===== src/rtl/dmem_access_ctrl.sv =====
// dmem_access_ctrl
// Data-memory access sequencer for the MEM pipeline stage. It turns a MEM-stage
// load/store request into a registered memory handshake, holds the pipeline while
// the access is outstanding, and abandons the access if no ack arrives in time.
//
// Ports
//   clk            single clock, all state changes on posedge
//   rst            asynchronous reset, active low
//   MemRead_i      MEM-stage load request
//   MemWrite_i     MEM-stage store request (wins over MemRead_i)
//   addr_i         byte address from EX/MEM
//   wdata_i        store data
//   mem_req_o      registered memory request
//   mem_we_o       registered write enable (1 = store)
//   mem_addr_o     registered address, stable while mem_req_o = 1
//   mem_wdata_o    registered store data, stable while mem_req_o = 1
//   mem_ack_i      one-cycle completion pulse from memory
//   mem_rdata_i    load data, valid with mem_ack_i
//   stall_o        freezes PC, IF/ID, ID/EX, EX/MEM
//   bubble_o       squashes RegWrite/MemtoReg into MEM/WB
//   rdata_o        registered load data for MEM/WB
//   rdata_valid_o  rdata_o carries fresh load data this cycle
//   err_o          sticky timeout flag, cleared only by reset
module dmem_access_ctrl #(
  parameter int unsigned TIMEOUT_CYCLES = 16
) (
  input  logic        clk,
  input  logic        rst,
  input  logic        MemRead_i,
  input  logic        MemWrite_i,
  input  logic [31:0] addr_i,
  input  logic [31:0] wdata_i,
  output logic        mem_req_o,
  output logic        mem_we_o,
  output logic [31:0] mem_addr_o,
  output logic [31:0] mem_wdata_o,
  input  logic        mem_ack_i,
  input  logic [31:0] mem_rdata_i,
  output logic        stall_o,
  output logic        bubble_o,
  output logic [31:0] rdata_o,
  output logic        rdata_valid_o,
  output logic        err_o
);

  localparam logic [7:0] TimeoutVal = 8'(TIMEOUT_CYCLES);

  typedef enum logic [1:0] {
    StIdle,
    StBusy,
    StDone
  } state_e;

  state_e      r_state, w_state_d;
  logic        r_req, w_req_d;
  logic        r_we, w_we_d;
  logic [31:0] r_addr, w_addr_d;
  logic [31:0] r_wdata, w_wdata_d;
  logic [31:0] r_rdata, w_rdata_d;
  logic        r_rvalid, w_rvalid_d;
  logic        r_err, w_err_d;
  // Marks that the access now in DONE ended by timeout; err_o alone cannot say
  // this because it is sticky across later accesses.
  logic        r_to, w_to_d;
  logic [7:0]  r_cnt, w_cnt_d;
  logic [7:0]  w_cnt_inc;
  logic        w_stall;

  always_ff @(posedge clk or negedge rst) begin
    if (!rst) begin
      r_state  <= StIdle;
      r_req    <= 1'b0;
      r_we     <= 1'b0;
      r_addr   <= '0;
      r_wdata  <= '0;
      r_rdata  <= '0;
      r_rvalid <= 1'b0;
      r_err    <= 1'b0;
      r_to     <= 1'b0;
      r_cnt    <= '0;
    end else begin
      r_state  <= w_state_d;
      r_req    <= w_req_d;
      r_we     <= w_we_d;
      r_addr   <= w_addr_d;
      r_wdata  <= w_wdata_d;
      r_rdata  <= w_rdata_d;
      r_rvalid <= w_rvalid_d;
      r_err    <= w_err_d;
      r_to     <= w_to_d;
      r_cnt    <= w_cnt_d;
    end
  end

  assign w_cnt_inc = r_cnt + 8'd1;

  always_comb begin
    w_state_d  = r_state;
    w_req_d    = r_req;
    w_we_d     = r_we;
    w_addr_d   = r_addr;
    w_wdata_d  = r_wdata;
    w_rdata_d  = r_rdata;
    w_rvalid_d = r_rvalid;
    w_err_d    = r_err;
    w_to_d     = r_to;
    w_cnt_d    = r_cnt;
    w_stall    = 1'b0;

    unique case (r_state)
      StIdle: begin
        if (MemRead_i || MemWrite_i) begin
          w_stall   = 1'b1;
          w_addr_d  = addr_i;
          w_wdata_d = wdata_i;
          w_we_d    = MemWrite_i;
          w_req_d   = 1'b1;
          w_cnt_d   = '0;
          w_to_d    = 1'b0;
          w_state_d = StBusy;
        end
      end
      StBusy: begin
        w_stall = 1'b1;
        // Ack is checked first so an ack on the final allowed cycle is a success.
        if (mem_ack_i) begin
          w_req_d   = 1'b0;
          if (!r_we) begin
            w_rdata_d  = mem_rdata_i;
            w_rvalid_d = 1'b1;
          end
          w_state_d = StDone;
        end else begin
          w_cnt_d = w_cnt_inc;
          if (w_cnt_inc == TimeoutVal) begin
            w_req_d   = 1'b0;
            w_rdata_d = '0;
            w_err_d   = 1'b1;
            w_to_d    = 1'b1;
            w_state_d = StDone;
          end
        end
      end
      StDone: begin
        // Requests seen here are ignored; the pipeline advances on this edge
        // and the next access is taken from IDLE.
        w_rvalid_d = 1'b0;
        w_state_d  = StIdle;
      end
      default: begin
        w_state_d = StIdle;
      end
    endcase
  end

  assign stall_o       = w_stall;
  assign bubble_o      = w_stall | ((r_state == StDone) & r_to);
  assign mem_req_o     = r_req;
  assign mem_we_o      = r_we;
  assign mem_addr_o    = r_addr;
  assign mem_wdata_o   = r_wdata;
  assign rdata_o       = r_rdata;
  assign rdata_valid_o = r_rvalid;
  assign err_o         = r_err;

endmodule

===== config.mk =====
export PLATFORM = sky130hd
export DESIGN_NAME = dmem_access_ctrl
export DESIGN_NICKNAME = d
export VERILOG_FILES = /design/src/rtl/dmem_access_ctrl.sv
export SDC_FILE = /design/constraint.sdc
export NUM_CORES = 1
export LEC_CHECK = 0
export CORE_MARGIN = 2
export CORE_UTILIZATION = 35
export CTS_BUF_LIST = sky130_fd_sc_hd__clkbuf_2
export DETAILED_ROUTE_END_ITERATION = 10
export GPL_TIMING_DRIVEN = 0
export MAX_ROUTING_LAYER = met4
export PLACE_DENSITY = 0.71
export REMOVE_ABC_BUFFERS = 1
export SETUP_SLACK_MARGIN = 0.2
export SKIP_LAST_GASP = 1
export SLEW_MARGIN = 20
export SYNTH_ARGS = -nofsm -noshare
export SYNTH_HDL_FRONTEND = slang
export SYNTH_SLANG_ARGS = --single-unit
export TNS_END_PERCENT = 10

===== constraint.sdc =====
create_clock -name clk -period 1.9 [get_ports clk]
set_input_delay 0.38 -clock clk [delete_from_list [all_inputs] [get_ports clk]]
set_output_delay 0.38 -clock clk [all_outputs]
set_load 0.1 [all_outputs]

==> out/qor.json, run 1 <==
{
  "drt_first_pass_iters": {"value": 4},
  "utilization": {"value": 58.7, "unit": "%"},
  "rr_endpoint": {"value": "rdata_o[27]"},
  "final-hold-violation-count": {"value": 0},
  "cts_tree": {"value": "built"},
  "cts_made_buffers": {"value": 9},
  "critical-path-slowest-cell": {"value": "clkdlybuf4s50_1"},
  "htree_num_levels": {"value": 3},
  "grt_pass1_wl": {"value": 17300, "unit": "µm"},
  "dr.first_iter.drc_count": {"value": 243},
  "grt_remaining_overflow": {"value": 0},
  "setup_ws": {"value": -0.147, "unit": "ns"},
  "first_global_vias": {"value": 3561},
  "grt_max_degree": {"value": 62},
  "seq_area_frac_synth": {"value": 62.7, "unit": "%"},
  "arrival_time_reported_for_the_critical_path_endpoint": {"value": 1.67, "unit": "ns"},
  "drv_slew": {"value": 0},
  "crit_path_max_fanout": {"value": 2},
  "port_buffers": {"value": 202},
  "syn2layout_area_growth": {"value": 65.1, "unit": "%"},
  "syn-mean-instance-area": {"value": 12.4, "unit": "µm²"},
  "die_w": {"value": 116, "unit": "µm"},
  "r2r-start": {"value": "r_cnt[1]"},
  "cp-start-kind": {"value": "primary input"},
  "critPathKind": {"value": "primary input to output port"},
  "regToRegSetupSlack": {"value": -0.11, "unit": "ns"},
  "antenna-diode-count": {"value": 0},
  "root_buffer": {"value": "clkbuf_2"},
  "fin_worst_hold_slack": {"value": 0.278, "unit": "ns"},
  "grt_usage": {"value": 16.9, "unit": "%"},
  "worst_hold_path_type": {"value": "primary input to flop"},
  "finish.instance_area": {"value": 7310, "unit": "µm²"},
  "cp_cell_sequence": {"value": "clkdlybuf4s50_1 -> or2_4 -> nor2_2 -> nor2_1 -> a31o_2 -> buf_12"},
  "antenna_left": {"value": 0},
  "cp_slowest_stage_delay": {"value": 0.43, "unit": "ns"},
  "endpoint_class_of_the_critical_path": {"value": "output port"},
  "drv_cap": {"value": 0},
  "ys.warnings.count": {"value": 0},
  "worstSetupEndpoint": {"value": "bubble_o"},
  "setup-violations-final": {"value": 108},
  "dpl-instance-area": {"value": 6660, "unit": "µm²"},
  "setup_repair_after_global_routing_missed_its_margin": {"value": "yes"},
  "drive_above_1_share": {"value": 40.2, "unit": "%"},
  "worstSkewPairLatency": {"value": 0.61, "unit": "ns"},
  "die_height": {"value": 116, "unit": "µm"},
  "num-nets-final": {"value": 682},
  "floorplan.io_pins": {"value": 203},
  "critPathLaunch": {"value": "MemWrite_i"},
  "postSynthCellCount": {"value": 358},
  "totalWireLength": {"value": 11800, "unit": "µm"},
  "max_clock_freq": {"value": 488, "unit": "MHz"},
  "num_rows": {"value": 41},
  "final.period_utilization": {"value": 108, "unit": "%"},
  "synth.distinct_cells": {"value": 35},
  "design.die.area": {"value": 13600, "unit": "µm²"},
  "worst_pin_slew": {"value": 0.715, "unit": "ns"},
  "worst-r2r-cell-count": {"value": 6},
  "slew-limit-headroom": {"value": 51.9, "unit": "%"},
  "run_status": {"value": "finished with violations"},
  "synth_area": {"value": 4430, "unit": "µm²"},
  "dr_total_vias": {"value": 3588},
  "final.setup.tns": {"value": -4.27, "unit": "ns"},
  "antenna_violations_before_repair": {"value": 0},
  "post_synthesis_sequential_element_count": {"value": 111},
  "clock_path_buffers": {"value": 2},
  "detail_route.vias_per_cell": {"value": 4.74},
  "dp_hpwl": {"value": 8120, "unit": "µm"},
  "clock-skew-final": {"value": 0.0359, "unit": "ns"},
  "required": {"value": 1.52, "unit": "ns"},
  "clock-sinks": {"value": 111},
  "worst_setup_hold_path_clk_slew": {"value": 0.29, "unit": "ns"},
  "finalWeightedCongestion": {"value": 0.788},
  "violations_in_the_final_reports": {"value": "negative setup slack"},
  "post-route-drc-count": {"value": 0},
  "routedWlPerCell": {"value": 15.6, "unit": "µm"},
  "final.min_clock_period": {"value": 2.05, "unit": "ns"},
  "core-area": {"value": 12500, "unit": "µm²"},
  "initial_core_util": {"value": 35.5, "unit": "%"}
}
[cells in the final DEF (no fill, tap or decap), types with 2 or more instances in the layout]
cell type	n
buf_6	3
nand2_1	72
o31ai_1	2
o21ai_2	13
buf_2	2
nand3_1	2
clkbuf_2	10
nand4_1	2
or2_4	2
nor2_1	5
dfrtp_2	4
buf_4	22
buf_8	3
inv_1	4
clkdlybuf4s50_1	99
clkinv_2	2
a21oi_1	5
xnor2_1	3
buf_12	18
dfrtp_1	107
clkinv_1	3
o21ai_0	30
mux2_2	64
xor2_1	2
clkdlybuf4s15_2	80
buf_16	2
[cells in the mapped netlist (all sizes together)]
master	n	area, µm²
a2111oi	1	27.5
a211o	1	8.76
a211oi	1	7.51
a21boi	1	7.51
a21o	1	7.51
a21oi	5	25.0
a22o	1	8.76
a22oi	1	7.51
a2bb2oi	1	8.76
a31o	1	8.76
and2	1	6.26
and3	2	12.5
and4b	1	10.0
buf	8	65.1
clkbuf	12	45.0
dfrtp	111	2780
ha	1	12.5
inv	4	15.0
mux2	64	721
nand2	73	274
nand3	2	10.0
nand3b	1	7.51
nand4	2	12.5
nor2	6	22.5
nor4	1	6.26
o211a	1	10.0
o21ai	43	215
o31ai	2	15.0
or2	2	12.5
or3b	1	8.76
or4	1	7.51
xnor2	3	26.3
xor2	2	17.5
[flip-flops by register name, summed over array words and instances, names as in the netlist]
register / count
mem_wdata_o: 32
mem_req_o: 1
mem_we_o: 1
err_o: 1
r_to: 1
rdata_valid_o: 1
rdata_o: 32
mem_addr_o: 32
r_cnt: 8
r_state: 2
[routing by layer]
layer | routed length [µm] | vias up | global-route usage [%] | part of all wire, %
met4 | 167 | 0 | 6.19 | 1.4
met2 | 5740 | 173 | 26.9 | 49
met1 | 4790 | 1730 | 20.2 | 41
met3 | 1080 | 13 | 5.45 | 9.2
met5 | 0 | - | - | 0
li1 | - | 1672 | - | -
[cell type report]
type / instances / area [µm²]
Fill cell: 995 / 5150
Sequential cell: 111 / 2780
Clock inverter: 6 / 51.3
Tap cell: 172 / 215
Timing Repair Buffer: 231 / 2600
Inverter: 4 / 15.0
Clock buffer: 10 / 50.0
Multi-Input combinational cell: 223 / 1600
[worst max-delay path: cells and delay by family]
kind / cells / cell delay [ns]
buf+inv: 2 / 0.60
compound gates: 1 / 0.24
simple gates: 3 / 0.45
[stage by stage]
stage	setup slack, ns	std cells
global placement	-3.73	712
global route	-0.243	757
finish	-0.147	757
detailed placement	-1.04	719
floorplan	-1.52	338
CTS	-0.155	745
[logic make-up (layout without fill, tap and decap cells)]
group	Yosys count	after routing	share of synthesized area, %
flops	111	111	62.7
simple gates	93	93	8.82
mux	64	64	16.3
compound gates	60	60	8.08
buf+inv	24	251	2.83
xor+xnor	5	5	0.989
fa+ha+maj	1	1	0.283
[what timing repair did]
item,in CTS,in global routing
setup endpoints to repair,196,207
setup buffers,9,11
gates resized for setup,416,54
gates cloned,0,1
pin swaps,3,13
endpoints found under the hold margin,54,0
hold buffers,1,0
[worst min-delay path by stage]
stage	cells past startpoint	end	start	slack (ns)
floorplan	0	err_o	rst	0.08
global placement	1	err_o	err_o	0.46
detailed placement	1	mem_addr_o[28]	rst	0.38
CTS	3	rdata_o[30]	mem_rdata_i[30]	0.21
global route	3	rdata_o[23]	mem_rdata_i[23]	0.22
finish	3	rdata_o[20]	mem_rdata_i[20]	0.28
Power of run 1 is not shown: default switching activity piles up to over one toggle a cycle in this logic, so the estimate is an artifact.
==> run 2: changes to the inputs <==
Settings changed: SKIP_CTS_REPAIR_TIMING set to 1.
==> out/qor.json, run 2 (same netlist as run 1, synthesis figures left out) <==
{
  "arrival_time_reported_for_the_critical_path_endpoint": {"value": 1.71, "unit": "ns"},
  "grt_pass1_wl": {"value": 16800, "unit": "µm"},
  "run_status": {"value": "finished with violations"},
  "setup_repair_after_global_routing_missed_its_margin": {"value": "yes"},
  "final.min_clock_period": {"value": 2.09, "unit": "ns"},
  "totalWireLength": {"value": 11300, "unit": "µm"},
  "drv_cap": {"value": 0},
  "first_global_vias": {"value": 3470},
  "initial_core_util": {"value": 35.5, "unit": "%"},
  "detail_route.vias_per_cell": {"value": 4.67},
  "antenna-diode-count": {"value": 0},
  "layout_common_cells": {"value": "dfrtp_1, clkdlybuf4s50_1, clkbuf_2, nand2_1, mux2_2"},
  "worst_pin_slew": {"value": 0.687, "unit": "ns"},
  "routedWlPerCell": {"value": 15.0, "unit": "µm"},
  "post-route-drc-count": {"value": 0},
  "antenna_left": {"value": 0},
  "regToRegSetupSlack": {"value": -0.09, "unit": "ns"},
  "drt_first_pass_iters": {"value": 4},
  "max_clock_freq": {"value": 479, "unit": "MHz"},
  "endpoint_class_of_the_critical_path": {"value": "output port"},
  "worst_setup_hold_path_clk_slew": {"value": 0.27, "unit": "ns"},
  "drv_slew": {"value": 0},
  "cts_made_buffers": {"value": 9},
  "worst-r2r-cell-count": {"value": 6},
  "design.die.area": {"value": 13600, "unit": "µm²"},
  "die_w": {"value": 116, "unit": "µm"},
  "clock-skew-final": {"value": 0.0345, "unit": "ns"},
  "grt_remaining_overflow": {"value": 0},
  "worstSkewPairLatency": {"value": 0.61, "unit": "ns"},
  "dp_hpwl": {"value": 8120, "unit": "µm"},
  "cp-start-kind": {"value": "primary input"},
  "syn2layout_area_growth": {"value": 51.5, "unit": "%"},
  "area.sequential": {"value": 2790, "unit": "µm²"},
  "final.period_utilization": {"value": 110, "unit": "%"},
  "htree_num_levels": {"value": 3},
  "dr_total_vias": {"value": 3515},
  "num-nets-final": {"value": 678},
  "layout.cells.most_common": {"value": "dfrtp_1"},
  "clock-sinks": {"value": 111},
  "drive_above_1_share": {"value": 38.0, "unit": "%"},
  "worst_hold_path_type": {"value": "primary input to async pin"},
  "layoutNonFillerInstCount": {"value": 753},
  "final-hold-violation-count": {"value": 0},
  "required": {"value": 1.52, "unit": "ns"},
  "cts_tree": {"value": "built"},
  "antenna_violations_before_repair": {"value": 0},
  "die_height": {"value": 116, "unit": "µm"},
  "dr.first_iter.drc_count": {"value": 255},
  "slew-limit-headroom": {"value": 53.8, "unit": "%"},
  "grt_max_degree": {"value": 62},
  "core-area": {"value": 12500, "unit": "µm²"},
  "grt_usage": {"value": 16.5, "unit": "%"},
  "root_buffer": {"value": "clkbuf_2"},
  "violations_in_the_final_reports": {"value": "negative setup slack"},
  "placed_cells": {"value": 719},
  "multiInputGateArea": {"value": 1560, "unit": "µm²"},
  "finalWeightedCongestion": {"value": 0.788},
  "critPathKind": {"value": "primary input to output port"},
  "setup_ws": {"value": -0.186, "unit": "ns"},
  "setup-violations-final": {"value": 31},
  "num_rows": {"value": 41},
  "floorplan.io_pins": {"value": 203},
  "port_buffers": {"value": 202},
  "crit_path_max_fanout": {"value": 5},
  "clock_path_buffers": {"value": 2},
  "fillerInstances": {"value": 1102}
}
==> run 2: cell types whose count changed in the layout (fill, tap and decap cells not counted), sizes merged <==
cell,delta
clkbuf,+81
clkdlybuf4s15,-80
buf,-5
==> run 2: through the flow <==
stage                     cell area [µm²]  util [%]  setup slack (ns)  TNS (ns)  hold WS (ns)
final                                6710      53.8            -0.186     -1.84         0.260
after global routing                 6710      53.8            -0.256     -9.47         0.204
after CTS                            6760      54.3             -1.08    -80.02        -0.353
after detailed placement             6660      53.4             -1.04    -41.72         0.377
after global placement               6560      52.6             -3.73   -632.26         0.457
after floorplan                      4320         -             -1.52    -99.56        0.0844
==> run 2: layout make-up <==
cell class	count	area share (%)
clock buffers	10	0.746
well taps	172	3.21
multi-input cells	223	23.2
flip-flops and latches	111	41.5
clock inverters	6	0.765
repair buffers	227	30.3
inverters	4	0.224
==> run 2: path summary, 6_finish.rpt <==
kind | from | to
max | MemWrite_i | bubble_o
min | rst | mem_addr_o[28]
max reg2reg | r_cnt[1] | rdata_o[27]
min reg2reg | err_o | err_o
max in group asynchronous | rst | rdata_o[26]
min in group clk | mem_rdata_i[30] | rdata_o[30]
==> run 2: layer usage <==
metal / global-route usage, % / wire, µm / vias up
li1: - / - / 1655
met1: 19.8 / 4730 / 1694
met2: 25.9 / 5410 / 152
met3: 5.60 / 1010 / 14
met4: 6.19 / 173 / 0
met5: - / 0 / -
==> run 2: worst max-delay path: stages <==
cell	delay (ns)
clkdlybuf4s50_1	0.43
or2_4	0.30
nor2_4	0.13
nor2_2	0.05
a31o_2	0.24
buf_12	0.17
Power of run 2 is left out for the same reason.
